==> src/rtl/ifu_pkg.sv <==
// ifu_pkg: shared state encoding and constants for the instruction fetch unit
package ifu_pkg;
  typedef enum logic [1:0] {S_REQ, S_WAIT, S_HOLD, S_HALT} state_t;
  localparam logic [63:0] RESET_PC_DEF = 64'h8000_0000;
  localparam logic [31:0] INST_NOP = 32'h0000_0013;
endpackage

==> src/rtl/ifu_fetch.sv <==
// ifu_fetch: PC register, single-outstanding imem fetch FSM and decode-facing holding register
module ifu_fetch
  import ifu_pkg::*;
#(
  parameter int XLEN = 64,
  parameter logic [XLEN-1:0] RESET_PC = RESET_PC_DEF
) (
  input  logic            clk,
  input  logic            rst,
  output logic            imem_req_valid,
  input  logic            imem_req_ready,
  output logic [XLEN-1:0] imem_req_addr,
  input  logic            imem_resp_valid,
  input  logic [31:0]     imem_resp_data,
  input  logic            imem_resp_err,
  output logic            inst_valid,
  input  logic            inst_ready,
  output logic [31:0]     inst,
  output logic [XLEN-1:0] inst_pc,
  output logic            inst_fault,
  input  logic            redirect_valid,
  input  logic [XLEN-1:0] redirect_pc
);
  state_t          r_state;
  logic [XLEN-1:0] r_pc;
  logic [XLEN-1:0] r_inst_pc;
  logic [31:0]     r_inst;
  logic            r_flush;
  logic            r_stale;
  logic            r_inst_valid;
  logic            r_inst_fault;
  logic            w_mis;
  logic            w_req;
  logic            w_fire;
  logic            w_wait_resp;
  logic            w_out;
  // r_flush marks a response still owed for a request whose PC was redirected away
  assign w_mis       = redirect_valid && (redirect_pc[1:0] != 2'b00);
  assign w_req       = (r_state == S_REQ) && !rst && !r_flush && !w_mis;
  assign w_fire      = w_req && imem_req_ready;
  assign w_wait_resp = (r_state == S_WAIT) && imem_resp_valid;
  assign w_out       = ((r_state == S_WAIT) && !imem_resp_valid) || w_fire || (r_flush && !imem_resp_valid);
  assign imem_req_valid = w_req;
  assign imem_req_addr  = r_pc;
  assign inst_valid     = r_inst_valid;
  assign inst           = r_inst;
  assign inst_pc        = r_inst_pc;
  assign inst_fault     = r_inst_fault;
  always_ff @(posedge clk) begin
    if (rst) begin
      r_state      <= S_REQ;
      r_pc         <= RESET_PC;
      r_flush      <= 1'b0;
      r_stale      <= 1'b1;
      r_inst_valid <= 1'b0;
      r_inst       <= INST_NOP;
      r_inst_pc    <= '0;
      r_inst_fault <= 1'b0;
    end else begin
      if (w_fire) r_stale <= 1'b0;
      if (redirect_valid) begin
        r_pc         <= redirect_pc;
        r_flush      <= w_out;
        r_inst_valid <= w_mis;
        r_state      <= w_mis ? S_HOLD : (w_out ? S_WAIT : S_REQ);
        if (w_mis) begin
          r_inst       <= INST_NOP;
          r_inst_pc    <= redirect_pc;
          r_inst_fault <= 1'b1;
        end
      end else begin
        if (w_fire) r_state <= S_WAIT;
        if (imem_resp_valid && r_flush) r_flush <= 1'b0;
        if (w_wait_resp && r_flush) r_state <= S_REQ;
        if (w_wait_resp && !r_flush) begin
          r_inst       <= imem_resp_err ? INST_NOP : imem_resp_data;
          r_inst_pc    <= r_pc;
          r_inst_fault <= imem_resp_err;
          r_inst_valid <= 1'b1;
          r_pc         <= r_pc + XLEN'(4);
          r_state      <= S_HOLD;
        end
        if ((r_state == S_HOLD) && inst_ready) begin
          r_inst_valid <= 1'b0;
          r_state      <= r_inst_fault ? S_HALT : S_REQ;
        end
      end
    end
  end
  // a response is legal only when one is owed: in S_WAIT, after a redirect, or left over from before reset
  a_resp_owed: assert property (@(posedge clk) disable iff (rst)
    imem_resp_valid |-> ((r_state == S_WAIT) || r_flush || r_stale));
endmodule
==> config.mk <==
export PLATFORM = sky130hd
export DESIGN_NAME = ifu_fetch
export DESIGN_NICKNAME = d
export VERILOG_FILES = /design/src/rtl/ifu_pkg.sv /design/src/rtl/ifu_fetch.sv
export SDC_FILE = /design/constraint.sdc
export NUM_CORES = 1
export LEC_CHECK = 0
export ABC_AREA = 1
export CAP_MARGIN = 20
export CORE_ASPECT_RATIO = 0.75
export CORE_MARGIN = 2
export CORE_UTILIZATION = 32
export CTS_CLUSTER_SIZE = 12
export DETAILED_ROUTE_END_ITERATION = 6
export PLACE_DENSITY_LB_ADDON = 0.1
export REMOVE_ABC_BUFFERS = 1
export SLEW_MARGIN = 20
export SYNTH_ARGS = -nofsm -noshare
export SYNTH_HDL_FRONTEND = slang
export SYNTH_SLANG_ARGS = --single-unit
==> constraint.sdc <==
create_clock -name clk -period 2.1 [get_ports clk]
set_clock_uncertainty 0.15 [all_clocks]
set_input_delay 0.315 -clock clk [delete_from_list [all_inputs] [get_ports clk]]
set_output_delay 0.315 -clock clk [all_outputs]
set_load 0.01 [all_outputs]
* Yosys cells after proc, flatten, opt, wreduce, memory -nomap -nowiden
Index checks and enable logic that the tools add are counted.
** Word-level totals
- Word-level logic and storage cells :: 61
- Register bits :: 165
- Output and inout port bits :: 163
** Cells by class
- Muxes and demuxes :: 25
- Reductions and logical operators :: 25
- Equality and inequality tests :: 3
- $add $sub $neg :: 1
** Operators by type and width (count)
- 2-to-1 mux 64 bit :: 5
- 2-to-1 mux 32 bit :: 4
- adder 64 x 3 -> 64 bit (second input constant) :: 1
- 2-to-1 mux 2 bit :: 7
- logical AND 1 bit :: 12
- 2-to-1 mux 1 bit :: 9
- nonzero test 2 bit :: 3
- nonzero test 5 bit :: 1
- zero test 1 bit :: 4
- nonzero test 3 bit :: 1
- == test 2 x 1 -> 1 bit (second input constant) :: 1
- == test 2 bit (second input constant) :: 1
- zero test 2 bit :: 1
- logical OR 1 bit :: 2
- inequality test 2 x 1 -> 1 bit (second input constant) :: 1
- AND reduction 2 bit :: 1

* Logic depth before layout (Yosys ltp)
- Depth in word-level cells :: 10
- Depth in mapped cells :: 12
- Depth with buffers taken out :: 12

* Worst setup path before layout
Ideal clock, no wire load.
- Path type :: reg-to-reg
- From :: reg r_pc[3], in the netlist imem_req_addr[3]
- To :: reg r_pc[58], in the netlist imem_req_addr[58]
- Arrival time :: 1.581 ns
- Clock period less this slack :: 1.848 ns
- Required time :: 1.833 ns
- Path slack :: 0.252 ns
- Stages on the path, launching flop included :: 11
- Cell sequence :: dfxtp_1 > ha_1 > nand2_1 > nor2_1 > nand2_1 > nor2_2 > nand2_1 > o21ai_0 > nand3_1 > nor2_1 > nor2_1
** Between the ends
- Longest elaborated chain between the ends :: 3
** Ends and longest elaborated chain
- start: declaration :: line ifu_fetch.sv:25 : logic [XLEN-1:0] r_pc;
- start signal: assignment :: line ifu_fetch.sv:62 : r_pc <= redirect_pc;
- start signal: assignment :: line ifu_fetch.sv:80 : r_pc <= r_pc + XLEN'(4);
- adder 64 x 3 -> 64 bit :: line ifu_fetch.sv:80
- 2-to-1 mux 64 bit :: line ifu_fetch.sv:75 : if (w_wait_resp && !r_flush) begin
- 2-to-1 mux 64 bit :: line ifu_fetch.sv:61 : if (redirect_valid) begin
No other way between the ends. The select of a mux whose other input is x is not followed.
A chain may end at the register's enable or synchronous reset.

* Worst setup path after layout
- From :: reg r_pc[47], in the netlist imem_req_addr[47]
- To :: out imem_req_addr[47]
** RTL lines
- end: declaration :: line ifu_fetch.sv:12 : output logic [XLEN-1:0] imem_req_addr,
No word-level cell between the ends.

==> results.yml <==
clock_tree:
  cts_sinks: 165
  cts_tree: "yes"
  clock-root-buffer: "clkbuf_16"
  hold_buffers: 0
  cts_buffer_depth: 2
  insertion_delay_ps: 440
  numCtsBuffers: 17
  htreeDepth: 4
  clkTransAtPathRegs_ps: 70
detailed_routing:
  drt-initial-drc-count: 614
  wl_met1_mm: 17.0
  drc: 0
  viasPerCell: 4.95
  met2WireLength_mm: 14.6
  firstDrtPassIters: 5
  wirelength_mm: 35.0
  avgRoutedWirePerCell_microns: 17.3
  wl_met3_mm: 2.76
  vias: 10000
  ant_nets: 0
  route.top_layer_used: "met4"
critical_path:
  r2r_cells: 14
  critPathLaunch: "imem_req_addr[47]"
  crit_path_end: "imem_req_addr[47]"
  r2r_slack_ps: 130
  cp_max_fo: 4
  reg2reg_from: "imem_req_addr[2]"
  cp_slowest_cell: "clkdlybuf4s50_1"
  crit_type: "reg -> out"
  cp.arrival_ps: 1570
  path_cells: "buf_4 -> clkdlybuf4s50_1"
  required_ps: 1630
  critical-path-top-delay-family: "buffers and inverters"
  startpoint_type: "register"
  path_depth: 2
  reg2reg_to: "imem_req_addr[47]"
  cp-end-kind: "output port"
  worst-path-buf-inv: 2
  cp_slowest_stage_delay_ps: 540
sta:
  period_minus_slack_ps: 2040
  setup_tns_ps: 0
  fin_crit_sh: 0.970
  slew_viol_final: 0
  max_freq_mhz: 491
  worst_pin_slew_ps: 801
  whs_ps: 271
  final_hold_viol_count: 0
  setup_viol: 0
  slew_headroom: 0.466
synthesis:
  ys_types: 36
  synth_area_sq_mm: 0.00862
  ys_ff_latch: 165
  yosysSeqAreaShare: 0.383
  yosysTopAreaCell: "dfxtp_1"
  netlist_instances: 1340
  synth_top_area_frac: 0.383
  avgSynthCellArea_sq_um: 6.43
  yosys-top-cells-area: "dfxtp_1 38%, nand2_1 16%, nor2_1 10%"
  yosys_warnings: 0
layout:
  nets: 1768
  layout-drive-gt1-share: 0.107
  final_core_util: 0.493
  final_common_cell: "nand2_1"
  final_area_sq_mm: 0.0129
  area_growth_pct: 50.2
  layout_common_cells: "358 x nand2_1, 261 x clkdlybuf4s50_1, 225 x nor2_1, 162 x dfxtp_1, 121 x o21ai_0"
  fin_cells: 2022
placed_design:
  dp.cells: 1988
  place_area_sq_mm: 0.0123
  portBuffers: 265
  gp_congestion: 0.913
  dp_hpwl_mm: 25.7
die:
  start_util: 0.329
  die_area_sq_mm: 0.0283
  ios: 266
  die_w_microns: 193
  placementRows: 51
  core-area_sq_mm: 0.0262
  die_y_microns: 146
run:
  maxCapViolCount: 0
global_routing:
  grt-ovfl-total: 0
  track_usage: 0.241
  grt_start_max_net_pins: 100
  grt_pass1_wl_mm: 53.5
  antenna_found_initial: 1
  grt_pass1_vias: 9333
power:
  p_leak_uw: 0.00514
  power_density_mw_per_mm2: 639
  ir_drop_mv: 0.561
run_status:
  status: "finished clean"
hold_path:
  min_path_type: "in -> reg"
registers in the layout, indices dropped and copies added, names as in the netlist:
signal / cells
inst_pc: 64
imem_req_addr: 64
inst: 32
r_state: 2
inst_fault: 1
inst_valid: 1
r_flush: 1
worst min-delay path: stages:
cell and delay [ps]:
buf_2 100, inv_2 50, buf_12 220, o21ai_0 120
layer usage:
layer  vias up  GRT usage
met2       323      0.350
li1       5067          -
met4         0     0.0611
met1      4593      0.344
met3        27     0.0735
met5         -          0
repair_timing:
| action | 4_1_cts | 5_1_grt |
|---|---|---|
| endpoints found under the setup margin | 2 | 30 |
| gates resized for setup | 2 | 21 |
| buffers inserted | 0 | 1 |
| pin swaps | 0 | 2 |
worst min path at each step:
stage	start	end	slack, ps	cells after the start
2_1_floorplan	rst	imem_req_addr[10]	230	1
3_3_place_gp	inst[17]	inst[17]	340	2
3_5_place_dp	inst[8]	inst[8]	350	2
4_1_cts	rst	inst[0]	260	4
5_1_grt	redirect_valid	imem_req_addr[0]	300	6
6_report	rst	inst[0]	270	4
cells in the mapped netlist:
library cell,instances
nand2_4,1
inv_1,96
o21a_1,4
o221ai_1,3
nor3_4,1
a31oi_1,46
o21bai_1,10
ha_1,1
buf_6,3
a211oi_2,1
nand3_1,52
nor2_4,1
a22oi_1,29
xnor2_1,3
o211ai_1,3
a311oi_1,1
a21oi_1,80
nand4_1,24
or2_2,3
clkinv_1,2
nand3b_1,2
buf_2,20
nor3_1,4
dfxtp_1,165
nor2_2,1
o21ai_0,121
xor2_1,10
nor4_1,3
nor2_1,235
nand2_1,361
buf_4,5
clkbuf_1,33
nand2_2,4
and3_1,1
inv_2,3
buf_1,8
where the power goes:
| group | switching [uW] | internal, uW | leakage [uW] | total (uW) |
|---|---|---|---|---|
| clock network | 1450 | 1520 | 0.000265 | 2970 |
| logic | 867 | 888 | 0.00352 | 1760 |
| registers | 188 | 3350 | 0.00136 | 3540 |
metrics by stage:
stage / setup slack (ps) / power [uW]
after floorplan: -1640 / 4240
after global placement: -95.9 / 5350
after detailed placement: -134 / 5360
after CTS: 3.95 / 8340
after global routing: -12.0 / 8650
final: 62.2 / 8270
final cells by class:
cell class / count / area [sq um]
Antenna cell: 1 / 2.50
Multi-Input combinational cell: 1005 / 4670
Clock inverter: 15 / 109
Inverter: 101 / 379
Timing Repair Buffer: 374 / 3610
Sequential cell: 165 / 3310
Clock buffer: 17 / 425
Tap cell: 344 / 430
Fill cell: 2710 / 13300
cell families after synthesis:
kind of cell	share of synthesized area
compound gates	0.196
simple gates	0.325
xor+xnor	0.0132
buf+inv	0.0817
flops	0.383
fa+ha+maj	0.00145
Power figures use the tool's default switching activity.
